--- src/rtl/rip_bp_table_ctrl_pkg.sv ---
// Shared constants and types for the branch-predictor table controller.
// Holds the table geometry, the update FIFO sizing and the controller state encoding.
package rip_branch_predictor_const;

    localparam int TABLE_DEPTH       = 4;
    localparam int TABLE_WIDTH       = 2;
    localparam int BP_UPD_FIFO_DEPTH = 4;
    localparam int BP_STARVE_LIMIT   = 8;

    typedef logic [TABLE_DEPTH-1:0] bp_index_t;
    typedef logic [TABLE_WIDTH-1:0] bp_weight_t;

    localparam bp_weight_t WEAKLY_UNTAKEN = 2'b01;

    typedef struct packed {
        bp_index_t  index;
        bp_weight_t data;
    } bp_upd_req_t;

    typedef enum logic {
        BP_CTRL_INIT = 1'b0,
        BP_CTRL_RUN  = 1'b1
    } bp_ctrl_state_t;

endpackage

--- src/rtl/rip_bp_table_ctrl_upd_fifo.sv ---
// Update FIFO for the predictor table controller.
// Every slot and its valid bit are visible so lookups can be bypassed from queued updates.
module rip_bp_upd_fifo import rip_branch_predictor_const::*; #(
    parameter int INDEX_W = TABLE_DEPTH,
    parameter int DATA_W  = TABLE_WIDTH,
    parameter int DEPTH   = BP_UPD_FIFO_DEPTH,
    localparam int PTR_W  = $clog2(DEPTH)
) (
    input  logic               clk,
    input  logic               rstn,
    input  logic               flush_i,
    input  logic               push_i,
    input  logic [INDEX_W-1:0] push_index_i,
    input  logic [DATA_W-1:0]  push_data_i,
    input  logic               pop_i,
    output logic               full_o,
    output logic               empty_o,
    output logic [INDEX_W-1:0] head_index_o,
    output logic [DATA_W-1:0]  head_data_o,
    output logic [PTR_W-1:0]   rd_ptr_o,
    output logic [DEPTH-1:0]   valid_o,
    output logic [INDEX_W-1:0] ent_index_o [DEPTH],
    output logic [DATA_W-1:0]  ent_data_o  [DEPTH]
);

    logic [DEPTH-1:0]   valid_r;
    logic [PTR_W-1:0]   wr_ptr_r;
    logic [PTR_W-1:0]   rd_ptr_r;
    logic [INDEX_W-1:0] index_r [DEPTH];
    logic [DATA_W-1:0]  data_r  [DEPTH];

    // Occupancy is tracked per slot, so full/empty fall out of the slot under each pointer.
    assign full_o       = valid_r[wr_ptr_r];
    assign empty_o      = ~valid_r[rd_ptr_r];
    assign head_index_o = index_r[rd_ptr_r];
    assign head_data_o  = data_r[rd_ptr_r];
    assign rd_ptr_o     = rd_ptr_r;
    assign valid_o      = valid_r;
    assign ent_index_o  = index_r;
    assign ent_data_o   = data_r;

    // Pointer and valid-mask update; flush discards everything including a same-cycle push.
    always_ff @(posedge clk or negedge rstn) begin
        if (!rstn) begin
            valid_r  <= '0;
            wr_ptr_r <= '0;
            rd_ptr_r <= '0;
        end else if (flush_i) begin
            valid_r  <= '0;
            wr_ptr_r <= '0;
            rd_ptr_r <= '0;
        end else begin
            if (push_i) begin
                valid_r[wr_ptr_r] <= 1'b1;
                wr_ptr_r          <= wr_ptr_r + PTR_W'(1);
            end
            if (pop_i) begin
                valid_r[rd_ptr_r] <= 1'b0;
                rd_ptr_r          <= rd_ptr_r + PTR_W'(1);
            end
        end
    end

    // Entry payload storage.
    always_ff @(posedge clk or negedge rstn) begin
        if (!rstn) begin
            for (int i = 0; i < DEPTH; i++) begin
                index_r[i] <= '0;
                data_r[i]  <= '0;
            end
        end else if (push_i && !flush_i) begin
            index_r[wr_ptr_r] <= push_index_i;
            data_r[wr_ptr_r]  <= push_data_i;
        end
    end

endmodule

--- src/rtl/rip_bp_table_ctrl.sv ---
// Sequencer for the single-port branch-predictor table SRAM: clear, lookup/update
// arbitration with starvation guard, and bypass of queued updates into lookup responses.
module rip_bp_table_ctrl import rip_branch_predictor_const::*; #(
    parameter int INDEX_W      = TABLE_DEPTH,
    parameter int DATA_W       = TABLE_WIDTH,
    parameter int FIFO_DEPTH   = BP_UPD_FIFO_DEPTH,
    parameter int STARVE_LIMIT = BP_STARVE_LIMIT,
    parameter logic [DATA_W-1:0] INIT_VALUE = DATA_W'(1)
) (
    input  logic               clk,
    input  logic               rstn,
    input  logic               init_req_i,
    output logic               init_busy_o,
    input  logic               lk_valid_i,
    output logic               lk_ready_o,
    input  logic [INDEX_W-1:0] lk_index_i,
    output logic               rsp_valid_o,
    output logic [DATA_W-1:0]  rsp_data_o,
    input  logic               up_valid_i,
    output logic               up_ready_o,
    input  logic [INDEX_W-1:0] up_index_i,
    input  logic [DATA_W-1:0]  up_data_i,
    output logic               mem_en_o,
    output logic               mem_we_o,
    output logic [INDEX_W-1:0] mem_addr_o,
    output logic [DATA_W-1:0]  mem_wdata_o,
    input  logic [DATA_W-1:0]  mem_rdata_i
);

    localparam int PTR_W = $clog2(FIFO_DEPTH);
    localparam int SC_W  = $clog2(STARVE_LIMIT + 1);

    bp_ctrl_state_t     state_r;
    logic               active_r;
    logic [INDEX_W-1:0] init_cnt_r;
    logic [SC_W-1:0]    starve_cnt_r;
    logic               rsp_valid_r;
    logic               byp_hit_r;
    logic [DATA_W-1:0]  byp_data_r;

    logic               fifo_full_s;
    logic               fifo_empty_s;
    logic [INDEX_W-1:0] fifo_head_index_s;
    logic [DATA_W-1:0]  fifo_head_data_s;
    logic [PTR_W-1:0]   fifo_rd_ptr_s;
    logic [FIFO_DEPTH-1:0] fifo_valid_s;
    logic [INDEX_W-1:0] fifo_index_s [FIFO_DEPTH];
    logic [DATA_W-1:0]  fifo_data_s  [FIFO_DEPTH];

    logic               in_run_s;
    logic               init_wr_s;
    logic               upd_forced_s;
    logic               upd_go_s;
    logic               lk_go_s;
    logic               push_s;
    logic               flush_s;
    logic               byp_hit_s;
    logic [DATA_W-1:0]  byp_data_s;
    logic [PTR_W-1:0]   slot_s;

    // active_r keeps the SRAM port quiet while reset is held and for the release cycle.
    assign in_run_s     = active_r && (state_r == BP_CTRL_RUN);
    assign init_wr_s    = active_r && (state_r == BP_CTRL_INIT);
    assign upd_forced_s = !fifo_empty_s && (fifo_full_s || (starve_cnt_r == SC_W'(STARVE_LIMIT)));
    assign lk_ready_o   = in_run_s && !upd_forced_s;
    assign up_ready_o   = in_run_s && !fifo_full_s;
    assign upd_go_s     = in_run_s && !init_req_i && !fifo_empty_s && (upd_forced_s || !lk_valid_i);
    assign lk_go_s      = lk_valid_i && lk_ready_o;
    assign push_s       = up_valid_i && up_ready_o;
    assign flush_s      = in_run_s && init_req_i;
    assign init_busy_o  = (state_r == BP_CTRL_INIT);
    assign rsp_valid_o  = rsp_valid_r;
    assign rsp_data_o   = byp_hit_r ? byp_data_r : mem_rdata_i;

    rip_bp_upd_fifo #(
        .INDEX_W (INDEX_W),
        .DATA_W  (DATA_W),
        .DEPTH   (FIFO_DEPTH)
    ) u_upd_fifo (
        .clk          (clk),
        .rstn         (rstn),
        .flush_i      (flush_s),
        .push_i       (push_s),
        .push_index_i (up_index_i),
        .push_data_i  (up_data_i),
        .pop_i        (upd_go_s),
        .full_o       (fifo_full_s),
        .empty_o      (fifo_empty_s),
        .head_index_o (fifo_head_index_s),
        .head_data_o  (fifo_head_data_s),
        .rd_ptr_o     (fifo_rd_ptr_s),
        .valid_o      (fifo_valid_s),
        .ent_index_o  (fifo_index_s),
        .ent_data_o   (fifo_data_s)
    );

    // SRAM port is driven in the access cycle so read data lands in the response cycle.
    always_comb begin
        mem_en_o    = 1'b0;
        mem_we_o    = 1'b0;
        mem_addr_o  = '0;
        mem_wdata_o = '0;
        if (init_wr_s) begin
            mem_en_o    = 1'b1;
            mem_we_o    = 1'b1;
            mem_addr_o  = init_cnt_r;
            mem_wdata_o = INIT_VALUE;
        end else if (upd_go_s) begin
            mem_en_o    = 1'b1;
            mem_we_o    = 1'b1;
            mem_addr_o  = fifo_head_index_s;
            mem_wdata_o = fifo_head_data_s;
        end else if (lk_go_s) begin
            mem_en_o    = 1'b1;
            mem_addr_o  = lk_index_i;
        end else begin
            mem_en_o    = 1'b0;
        end
    end

    // Walk queued entries oldest to youngest so the last match is the newest value.
    always_comb begin
        byp_hit_s  = 1'b0;
        byp_data_s = '0;
        slot_s     = '0;
        for (int i = 0; i < FIFO_DEPTH; i++) begin
            slot_s = fifo_rd_ptr_s + PTR_W'(i);
            if (fifo_valid_s[slot_s] && (fifo_index_s[slot_s] == lk_index_i)) begin
                byp_hit_s  = 1'b1;
                byp_data_s = fifo_data_s[slot_s];
            end else begin
                byp_hit_s  = byp_hit_s;
            end
        end
    end

    // Controller FSM, starvation counter and response registers.
    always_ff @(posedge clk or negedge rstn) begin
        if (!rstn) begin
            state_r      <= BP_CTRL_INIT;
            active_r     <= 1'b0;
            init_cnt_r   <= '0;
            starve_cnt_r <= '0;
            rsp_valid_r  <= 1'b0;
            byp_hit_r    <= 1'b0;
            byp_data_r   <= '0;
        end else begin
            active_r    <= 1'b1;
            rsp_valid_r <= lk_go_s;
            byp_hit_r   <= lk_go_s && byp_hit_s;
            byp_data_r  <= lk_go_s ? byp_data_s : '0;
            case (state_r)
                BP_CTRL_INIT: begin
                    if (active_r) begin
                        init_cnt_r <= init_cnt_r + INDEX_W'(1);
                        if (init_cnt_r == {INDEX_W{1'b1}}) begin
                            state_r <= BP_CTRL_RUN;
                        end
                    end
                end
                BP_CTRL_RUN: begin
                    if (init_req_i) begin
                        state_r      <= BP_CTRL_INIT;
                        init_cnt_r   <= '0;
                        starve_cnt_r <= '0;
                    end else if (upd_go_s) begin
                        starve_cnt_r <= '0;
                    end else if (lk_go_s && !fifo_empty_s && (starve_cnt_r != SC_W'(STARVE_LIMIT))) begin
                        starve_cnt_r <= starve_cnt_r + SC_W'(1);
                    end
                end
                default: begin
                    state_r <= BP_CTRL_INIT;
                end
            endcase
        end
    end

endmodule

--- config.mk ---
export PLATFORM = sky130hd
export DESIGN_NAME = rip_bp_table_ctrl
export DESIGN_NICKNAME = d
export VERILOG_FILES = /design/src/rtl/rip_bp_table_ctrl_pkg.sv /design/src/rtl/rip_bp_table_ctrl_upd_fifo.sv /design/src/rtl/rip_bp_table_ctrl.sv
export SDC_FILE = /design/constraint.sdc
export NUM_CORES = 1
export LEC_CHECK = 0
export CORE_MARGIN = 2
export CORE_UTILIZATION = 40
export CTS_CLUSTER_SIZE = 8
export DETAILED_ROUTE_END_ITERATION = 8
export PLACE_DENSITY = 0.64
export SLEW_MARGIN = 10
export SYNTH_ARGS = -nofsm -noshare
export SYNTH_HDL_FRONTEND = slang
export SYNTH_SLANG_ARGS = --single-unit
--- constraint.sdc ---
create_clock -name clk -period 6 [get_ports clk]
set_clock_uncertainty 0.2 [all_clocks]
set_input_delay 1.2 -clock clk [delete_from_list [all_inputs] [get_ports clk]]
set_output_delay 1.2 -clock clk [all_outputs]
set_load 0.005 [all_outputs]
==> results.txt, run 1 <==
CP Capture Type - output port
Pre-Repair DR Iteration Count - 4
Startpoint Class - primary input
Final wirelength - 7142 µm
End of the critical path - mem_addr_o[3]
Wire length per cell - 18.08 µm
First-pass GRT wire length - 11,720 µm
Most area-hungry cell type in the Yosys netlist - dfrtp_1
CP required - 4.60 ns
Synth Area in XOR/XNOR - 0.06778
IO Pins - 31
Layout fillers - 729
Hold Path Class - reg2reg
Drt via density - 5.694
Launch point of the worst reg-to-reg path - u_upd_fifo.rd_ptr_o[0]
Total CTS buffers - 5
Mean post-synth cell area - 11.85 µm²
CTS tree - done
Max_slew headroom - 0.2961
Peak fanout along the critical path - 14
Number of flops mapped to enable cells by yosys - 0
Synth Flop Type - dfrtp_1
Vias in the first global route - 2,233
P per Cell Area - 325.4 mW/mm²
Synthesized area - 0.003212 mm²
Setup TNS - 0 ns
Worst EP arrival - 3.14 ns
# diodes - 0
Clock Path Buffers - 2
Post-route DRC - 0
Total GRT Usage - 0.1754
Layout cells sized above 1 - 0.1604
Reg-to-reg endpoint - byp_data_r[0]
Post-DRT Antenna Nets - 0
Clock Sinks - 46
Final hold viol count - 0
Seq/Total Area, Yosys - 0.3584
Leakage power figure - 1.529 nW
Most common cell in the netlist - dfrtp_1
Clock Latency Late Sink - 0.31 ns
Die Y - 93.61 µm
Reg2Reg Setup Slack - 2.23 ns
Via count - 2,249
Complex-gate fraction of the synthesized area - 0.09544
Clock transition at path regs - 0.09 ns
Simple-gate share of the synthesized area - 0.08648
Die area - 0.008762 mm²
Post-layout min period - 4.539 ns
Mapped Cells - 271
# rows - 32
Design area - 0.003627 mm²
Slew Viols, Final - 0
Initial Util - 0.4135
Worst Setup SP - init_req_i
Worst Max-Slew Pin Slew - 1.056 ns
DP HPWL - 5059 µm
Peak supply drop - 152.7 µV
DP Area - 0.003541 mm²
Hold Buf Count CTS - 0
Post-synthesis cell type count - 49
Synth cell count leaders - dfrtp_1 (46), mux2_1 (26), mux4_2 (23)
Total grt overflow - 0
Post-cts resize count - 0
Pin count of the biggest net entering global routing - 47
Final net count - 320
Net Count, Synth - 299
Yosys warnings - 0
Post-CTS Setup Bufs - 0
Outcome - complete, no violations
Kind of critical path - in2out
Synth Register Bits - 46
Main combinational cell family by area after synthesis - multiplexers
CTS HTree Levels - 2
Max-cap violations - 0
Synth top area cells - dfrtp_1 (36%), mux4_2 (16%), mux2_1 (9.1%)
Fmax achieved - 220.3 MHz
Core ar. - 0.007767 mm²
Async SR Flop Fraction - 1.000
Worst reg2reg path depth - 9
Synth Area in Adders - 0.04285
Routability congestion estimate from global placement - 0.8151
Top cell type's share of synthesized area - 0.3584
Synthesis-to-finish area growth - 12.93%
Total power - 1.180 mW
Initial antenna violation count - 0
RSZ-0062 raised after global routing - false
Setup-failing EPs final - 0
Overall die width - 93.61 µm
Fin crit share - 0.7566
Multiplexer share of the synthesized area - 0.2929
Root buffer cell - clkbuf_8
Port Buf Inserts - 30
Initial DRC count - 114
worst min-delay path by stage:
| stage | from | end | slack (ns) | cells after the start |
|---|---|---|---|---|
| global route | starve_cnt_r[0] | starve_cnt_r[0] | 0.36 | 1 |
| floorplan | init_cnt_r[3] | init_cnt_r[3] | 0.27 | 1 |
| CTS | starve_cnt_r[0] | starve_cnt_r[0] | 0.34 | 1 |
| detailed placement | starve_cnt_r[0] | starve_cnt_r[0] | 0.33 | 1 |
| global placement | starve_cnt_r[0] | starve_cnt_r[0] | 0.32 | 1 |
| finish | starve_cnt_r[0] | starve_cnt_r[0] | 0.34 | 1 |
cells by family after synthesis:
family          after synthesis
compound gates               42
mux                          60
other cells                   1
buf+inv                      35
simple gates                 52
fa+ha+maj                    11
xor+xnor                     24
flops                        46
layout make-up:
cell class / instances / area, µm² / share of cell area
inverter: 16 / 60.06 / 0.01656
clock inverter: 2 / 13.76 / 0.003794
sequential: 46 / 1151 / 0.3173
clock buffer: 6 / 72.57 / 0.02001
timing repair buffer: 33 / 317.8 / 0.08762
tap: 102 / 127.6 / 0.03518
multi-input combinational: 190 / 1884 / 0.5195
cells in the final DEF (no fill, tap or decap), drive strengths merged, types with 3 or more instances in the layout:
| cell type | count |
|---|---|
| nor2b | 3 |
| nor2 | 5 |
| inv | 16 |
| xor2 | 10 |
| xnor2 | 14 |
| mux2i | 7 |
| clkbuf | 6 |
| nor3 | 3 |
| nand2 | 18 |
| o21ai | 10 |
| mux2 | 29 |
| a222oi | 4 |
| or2 | 4 |
| nand4 | 3 |
| buf | 4 |
| a21oi | 12 |
| mux4 | 24 |
| ha | 11 |
| clkdlybuf4s50 | 29 |
| nand3 | 3 |
| and2 | 7 |
| dfrtp | 46 |
report_power, final:
group	internal, mW	switching (mW)
clock	0.0825	0.112
sequential	0.371	0.0848
combinational	0.271	0.259
total	0.724	0.456
flip-flops by register name, indices dropped and copies added (netlist names):
name / flops
active_r: 1
byp_data_r: 2
byp_hit_r: 1
init_cnt_r: 4
rsp_valid_o: 1
starve_cnt_r: 4
state_r: 1
u_upd_fifo.ent_data_o: 8
u_upd_fifo.ent_index_o: 16
u_upd_fifo.rd_ptr_o: 2
u_upd_fifo.valid_o: 4
u_upd_fifo.wr_ptr_r: 2
metrics by stage:
stage	util	instances	setup WS [ns]	hold WS, ns
after floorplan	-	271	2.614	0.2669
after global placement	0.4559	387	1.490	0.3217
after detailed placement	0.4559	387	1.460	0.3251
after CTS	0.4670	395	1.466	0.3350
after global routing	0.4670	395	1.292	0.3649
final	0.4670	395	1.461	0.3403
worst max-delay path, stage by stage:
cell             delay (ns)
clkdlybuf4s50_1        0.63
a2111oi_4              0.35
buf_4                  0.27
a222oi_1               0.10
inv_1                  0.08
clkdlybuf4s50_1        0.49
metal layers:
layer / vias up / global-route usage / share of wire
li1: 1034 / - / -
met1: 1153 / 0.2332 / 0.45
met2: 54 / 0.2950 / 0.50
met3: 8 / 0.03465 / 0.036
met4: 0 / 0.04469 / 0.011
met5: - / 0 / 0
Power figures use the tool's default switching activity.
==> run 2, diff against run 1 <==
==> constraint.sdc (replaced) <==
create_clock -name clk -period 4.65 [get_ports clk]
set_clock_uncertainty 0.2 [all_clocks]
set_input_delay 0.93 -clock clk [delete_from_list [all_inputs] [get_ports clk]]
set_output_delay 0.93 -clock clk [all_outputs]
set_load 0.005 [all_outputs]
==> run 2 against run 1 <==
- power is 29% higher
- critical path depth is 2 higher
- final cell count rose by 0.25%
- setup slack got worse by 0.73 ns
- non-clock buffer count is 1 higher
- critical endpoint is now mem_addr_o[0]
- largest cell class unchanged
- largest power group unchanged
==> results.txt, run 2 (synthesized netlist as in run 1, its figures left out) <==
Slew Viols, Final - 0 (unchanged)
First-pass GRT wire length - 11,190 µm (-4.5%)
Routability congestion estimate from global placement - 0.8332 (+2.2%)
Port Buf Inserts - 30 (unchanged)
P per Cell Area - 417.3 mW/mm² (+28%)
Worst EP arrival - 2.79 ns (-0.35 ns)
Core ar. - 0.007767 mm² (unchanged)
Overall die width - 93.61 µm (unchanged)
Pre-Repair DR Iteration Count - 5 (+1)
Fin cells - 396 (+0.25%)
Hold WS - 0.3518 ns (+0.01152 ns)
# rows - 32 (unchanged)
Max-cap violations - 0 (unchanged)
Via count - 2,236 (-0.58%)
Initial DRC count - 85 (-25%)
Die Y - 93.61 µm (unchanged)
Reg2Reg Setup Slack - 1.16 ns (-1.07 ns)
Hold Buf Count CTS - 0 (unchanged)
IO Pins - 31 (unchanged)
DP HPWL - 4922 µm (-2.7%)
Place WS - 0.7632 ns (-0.6971 ns)
Max reg flops - 16 (unchanged)
CP required - 3.52 ns (-1.08 ns)
Post-cts resize count - 0 (unchanged)
Vias in the first global route - 2,198 (-1.6%)
Setup-failing EPs final - 0 (unchanged)
Worst reg2reg path depth - 8 (-1)
Inst Count DP - 388 (+0.26%)
Most common cell after layout, fill and taps aside - dfrtp_1
Wire length per cell - 16.88 µm (-6.7%)
Peak supply drop - 156.8 µV (+2.7%)
Final wirelength - 6683 µm (-6.4%)
# diodes - 0 (unchanged)
Die area - 0.008762 mm² (unchanged)
RSZ-0062 raised after global routing - false
Worst Max-Slew Pin Slew - 1.040 ns (-0.01537 ns)
Launch point of the worst reg-to-reg path - u_upd_fifo.rd_ptr_o[1]
Critical Path Slowest Stage Cell - mux4_2
CP Capture Type - output port
Kind of critical path - reg2out
Setup TNS - 0 ns (unchanged)
Clock transition at path regs - 0.08 ns (about the same)
Reg-to-reg endpoint - byp_data_r[1]
Startpoint Class - register
Post-layout min period - 3.917 ns
Layout cells sized above 1 - 0.1633 (+0.002856)
Hold Path Class - reg2reg
Fin crit share - 0.8423
Pin count of the biggest net entering global routing - 47 (unchanged)
Leakage power figure - 1.537 nW (+0.51%)
Outcome - complete, no violations
Drt via density - 5.646 (-0.83%)
CTS tree - done
Total CTS buffers - 5 (unchanged)
End of the critical path - mem_addr_o[0]
Most frequent cells in the layout - dfrtp_1 (46), clkdlybuf4s50_1 (29), mux2_1 (26)
Root buffer cell - clkbuf_8
Clock Sinks - 46 (unchanged)
Post-CTS Setup Bufs - 0 (unchanged)
Post-DRT Antenna Nets - 0 (unchanged)
Post-route DRC - 0 (unchanged)
Clock Path Buffers - 2 (unchanged)
Total grt overflow - 0 (unchanged)
Initial antenna violation count - 0 (unchanged)
CTS HTree Levels - 2 (unchanged)
Final setup margin - 0.7331 ns (-0.7275 ns)
Final net count - 321 (+0.31%)
Worst Setup SP - u_upd_fifo.wr_ptr_r[0]
Max incr delay on CP - 0.58 ns (-0.05 ns)
Total GRT Usage - 0.1644 (-0.01098)
Layout fillers - 728 (-0.14%)
Final hold viol count - 0 (unchanged)
Synthesis-to-finish area growth - 13.32%
Peak fanout along the critical path - 6 (-8)
Max_slew headroom - 0.3064 (+0.01025)
CP Cell Sequence - mux4_2, a31oi_2, o21a_1, nand2_1, inv_2, a222oi_1, inv_1, clkdlybuf4s50_1
Fmax achieved - 255.3 MHz
Clock Latency Late Sink - 0.31 ns (about the same)
Initial Util - 0.4135 (unchanged)
run 2: report_power, final:
group	switching, mW	total [mW]	internal, mW	leakage, nW
combinational	0.310	0.659	0.349	0.872
clock	0.136	0.257	0.120	0.0482
sequential	0.125	0.604	0.479	0.617
total	0.571	1.52	0.948	1.54
run 2: per-stage QoR:
step                cell area, µm²  total power [mW]    util
finish                        3640             1.519  0.4686
global route                  3640             1.634  0.4686
CTS                           3640             1.537  0.4686
detailed placement            3548             1.276  0.4568
global placement              3548             1.260  0.4568
floorplan                     3212             1.123       -
run 2: how the worst min path moves through the flow:
| stage | from | end | depth (start not counted) |
|---|---|---|---|
| 6_report | init_cnt_r[3] | init_cnt_r[3] | 1 |
| 5_1_grt | starve_cnt_r[0] | starve_cnt_r[0] | 1 |
| 4_1_cts | starve_cnt_r[0] | starve_cnt_r[0] | 1 |
| 3_5_place_dp | starve_cnt_r[0] | starve_cnt_r[0] | 1 |
| 3_3_place_gp | starve_cnt_r[0] | starve_cnt_r[0] | 1 |
| 2_1_floorplan | init_cnt_r[3] | init_cnt_r[3] | 1 |
run 2: final cells by class:
class	count	area [µm²]	area share
Clock buffer	7	86.33	0.02372
Clock inverter	1	5.005	0.001375
Inverter	16	60.06	0.01650
Timing Repair Buffer	34	325.3	0.08938
Multi-Input combinational cell	190	1884	0.5177
Sequential cell	46	1151	0.3163
Tap cell	102	127.6	0.03506
run 2: worst max-delay path: cells and delay by family (launching register included):
kind | cells | cell delay, ns
AO/OA/AOI/OAI | 3 | 0.57
buffers and inverters | 3 | 0.74
flip-flops | 1 | 0.46
multiplexers | 1 | 0.58
AND/OR/NAND/NOR | 1 | 0.13
run 2: metal layers:
metal / GRT usage / wire length, µm / share of wire
met3: 0.02820 / 308 / 0.046
met5: 0 / 0 / 0
met4: 0.04710 / 70 / 0.010
met2: 0.2608 / 3184 / 0.48
met1: 0.2326 / 3121 / 0.47
==> run 3, diff against run 2 <==
--- a/config.mk
+++ b/config.mk
@@ -9,7 +9,7 @@
 export CORE_UTILIZATION = 40
 export CTS_CLUSTER_SIZE = 8
 export DETAILED_ROUTE_END_ITERATION = 8
-export PLACE_DENSITY = 0.64
+export PLACE_DENSITY = 0.66
 export SLEW_MARGIN = 10
 export SYNTH_ARGS = -nofsm -noshare
 export SYNTH_HDL_FRONTEND = slang
==> constraint.sdc (replaced) <==
create_clock -name clk -period 3.15 [get_ports clk]
set_clock_uncertainty 0.2 [all_clocks]
set_input_delay 0.63 -clock clk [delete_from_list [all_inputs] [get_ports clk]]
set_output_delay 0.63 -clock clk [all_outputs]
set_load 0.005 [all_outputs]
==> run 3 against run 2 <==
- power grew 54%
- final area rose by 5.2%
- largest cell class unchanged
- clock power increased by 35%
- final cell count increased by 6.8%
- global-route usage increased by 1.7 points
- sequential power is 40% higher
- routed wire length is 9.6% higher
- first-iteration DRC count up 48%
- setup slack got worse by 0.65 ns
- die area did not move
- critical path depth down 1
==> results.txt, run 3 (synthesized netlist as in run 1, its figures left out) <==
Synthesis-to-finish area growth - 19.24%
Leakage power figure - 1.696 nW (+10%)
Overall die width - 93.61 µm (unchanged)
Clock Sinks - 46 (unchanged)
Most frequent cells in the layout - dfrtp_1 (46), buf_4 (31), mux2_1 (26)
RSZ-0062 raised after global routing - true
CP Cell Sequence - mux4_2, a31oi_4, a2111oi_4, buf_4, a222oi_1, inv_1, clkbuf_2
Peak fanout along the critical path - 4 (-2)
Final hold viol count - 0 (unchanged)
Layout cells sized above 1 - 0.2617 (+0.09842)
Initial antenna violation count - 0 (unchanged)
Worst reg2reg path depth - 9 (+1)
Max reg flops - 16 (unchanged)
Hold Buf Count CTS - 0 (unchanged)
Net Sw Power - 0.8746 mW (+53%)
Clock power share - 0.148 (-0.021)
Die area - 0.008762 mm² (unchanged)
CTS tree - done
CTS HTree Levels - 2 (unchanged)
# rows - 32 (unchanged)
Post-route DRC - 0 (unchanged)
Clock transition at path regs - 0.09 ns (about the same)
Total power - 2.338 mW (+54%)
Core ar. - 0.007767 mm² (unchanged)
CP Capture Type - output port
Routability congestion estimate from global placement - 0.8852 (+6.2%)
Max_slew headroom - 0.3098 (+0.003416)
Initial DRC count - 126 (+48%)
CP bufs+invs - 3 (unchanged)
Setup-failing EPs final - 0 (unchanged)
Sw Ratio - 0.3741 (-0.001832)
Hold WS - 0.3089 ns (-0.04293 ns)
Final net count - 349 (+8.7%)
Wire length per cell - 17.32 µm (+2.6%)
Vias in the first global route - 2,361 (+7.4%)
Flop pwr share - 0.362 (-0.035)
Fin util - 0.4931 (+0.02448)
Clock Path Buffers - 2 (unchanged)
Fin crit share - 0.9724
Slew Viols, Final - 0 (unchanged)
WP depth - 7 (-1)
Critical Path Slowest Stage Cell - mux4_2
Worst Max-Slew Pin Slew - 1.035 ns (-0.005125 ns)
Max-cap violations - 0 (unchanged)
Pin count of the biggest net entering global routing - 47 (unchanged)
Drt via density - 5.567 (-1.4%)
Kind of critical path - reg2out
Port Buf Inserts - 30 (unchanged)
Worst EP arrival - 2.23 ns (-0.56 ns)
First-pass GRT wire length - 12,200 µm (+9.0%)
Max incr delay on CP - 0.56 ns (-0.02 ns)
Peak supply drop - 224.0 µV (+43%)
Post-layout min period - 3.063 ns
Clock Latency Late Sink - 0.30 ns (about the same)
Die Y - 93.61 µm (unchanged)
Pre-Repair DR Iteration Count - 4 (-1)
Initial Util - 0.4135 (unchanged)
Outcome - complete, no violations
Final wirelength - 7326 µm (+9.6%)
Root buffer cell - clkbuf_8
Fmax achieved - 326.5 MHz
Inst Count DP - 407 (+4.9%)
# diodes - 0 (unchanged)
Kind of cell adding the most delay to the critical path - compound AO/OA/AOI/OAI gates
DP HPWL - 5348 µm (+8.6%)
Hold Path Class - in2async
IO Pins - 31 (unchanged)
P per Cell Area - 610.4 mW/mm² (+46%)
Startpoint Class - register
Total GRT Usage - 0.1810 (+0.01659)
Via count - 2,355 (+5.3%)
Most common cell after layout, fill and taps aside - dfrtp_1
Comb pwr share - 0.490 (+0.056)
Total grt overflow - 0 (unchanged)
Fin cells - 423 (+6.8%)
Layout fillers - 726 (-0.27%)
Post-DRT Antenna Nets - 0 (unchanged)
Total CTS buffers - 5 (unchanged)
CP required - 2.32 ns (-1.20 ns)
Internal power - 1.463 mW (+54%)
run 3: power by group through the flow:
stage,Combinational [mW],Sequential [mW],Clock (mW)
after floorplan,0.836,0.822,0
after global placement,1.11,0.849,0
after detailed placement,1.13,0.856,0
after CTS,1.16,0.845,0.354
after global routing,1.25,0.868,0.381
final,1.15,0.846,0.346
run 3: worst reg2reg max path, stage by stage, from the launching register on:
cell and delay (ns):
dfrtp_1 0.43, buf_12 0.18, inv_1 0.07, ha_2 0.42
mux4_2 0.55, xnor2_2 0.17, nand2_1 0.11, or3_4 0.41
o221ai_1 0.16, a32o_2 0.21
run 3: layout make-up:
type                    count  area, µm²  area share
clock inverters             2      10.01    0.002614
multi-input cells         190       1898      0.4956
inverters                  16      60.06     0.01568
repair buffers             62      514.2      0.1343
well taps                 102      127.6     0.03332
flip-flops and latches     46       1151      0.3006
clock buffers               5      68.82     0.01797
run 3: metrics by stage:
stage / TNS (ns) / worst slack [ns] / area [µm²]
after floorplan: 0 / 0.1654 / 3212
after global placement: 0 / 0.002907 / 3704
after global routing: -0.08687 / -0.04158 / 3830
after detailed placement: 0 / 0.009102 / 3704
after CTS: -0.01633 / -0.01633 / 3854
final: 0 / 0.08686 / 3830
run 3: path summary, 6_finish.rpt:
path                                   startpoint                    end  slack (ns)
max                        u_upd_fifo.wr_ptr_r[0]          mem_addr_o[1]        0.09
min                                          rstn  u_upd_fifo.valid_o[3]        0.31
max reg2reg                u_upd_fifo.rd_ptr_o[0]          byp_data_r[1]        0.17
min reg2reg                         init_cnt_r[3]          init_cnt_r[3]        0.32
max in group asynchronous                    rstn          init_cnt_r[1]        1.80
min in group clk                    init_cnt_r[3]          init_cnt_r[3]        0.32
run 3: layer usage:
metal,vias to the layer above,share of wire,global-route usage
met3,9,0.070,0.03062
met2,86,0.47,0.2938
li1,1089,-,-
met5,-,0,0
met1,1171,0.44,0.2529
met4,0,0.016,0.04710
run 3: timing repair:
item                                    CTS  global route
resized for setup                        15            10
setup buffers                             9             0
endpoints found under the setup margin    8             8
pin swaps                                 5             4
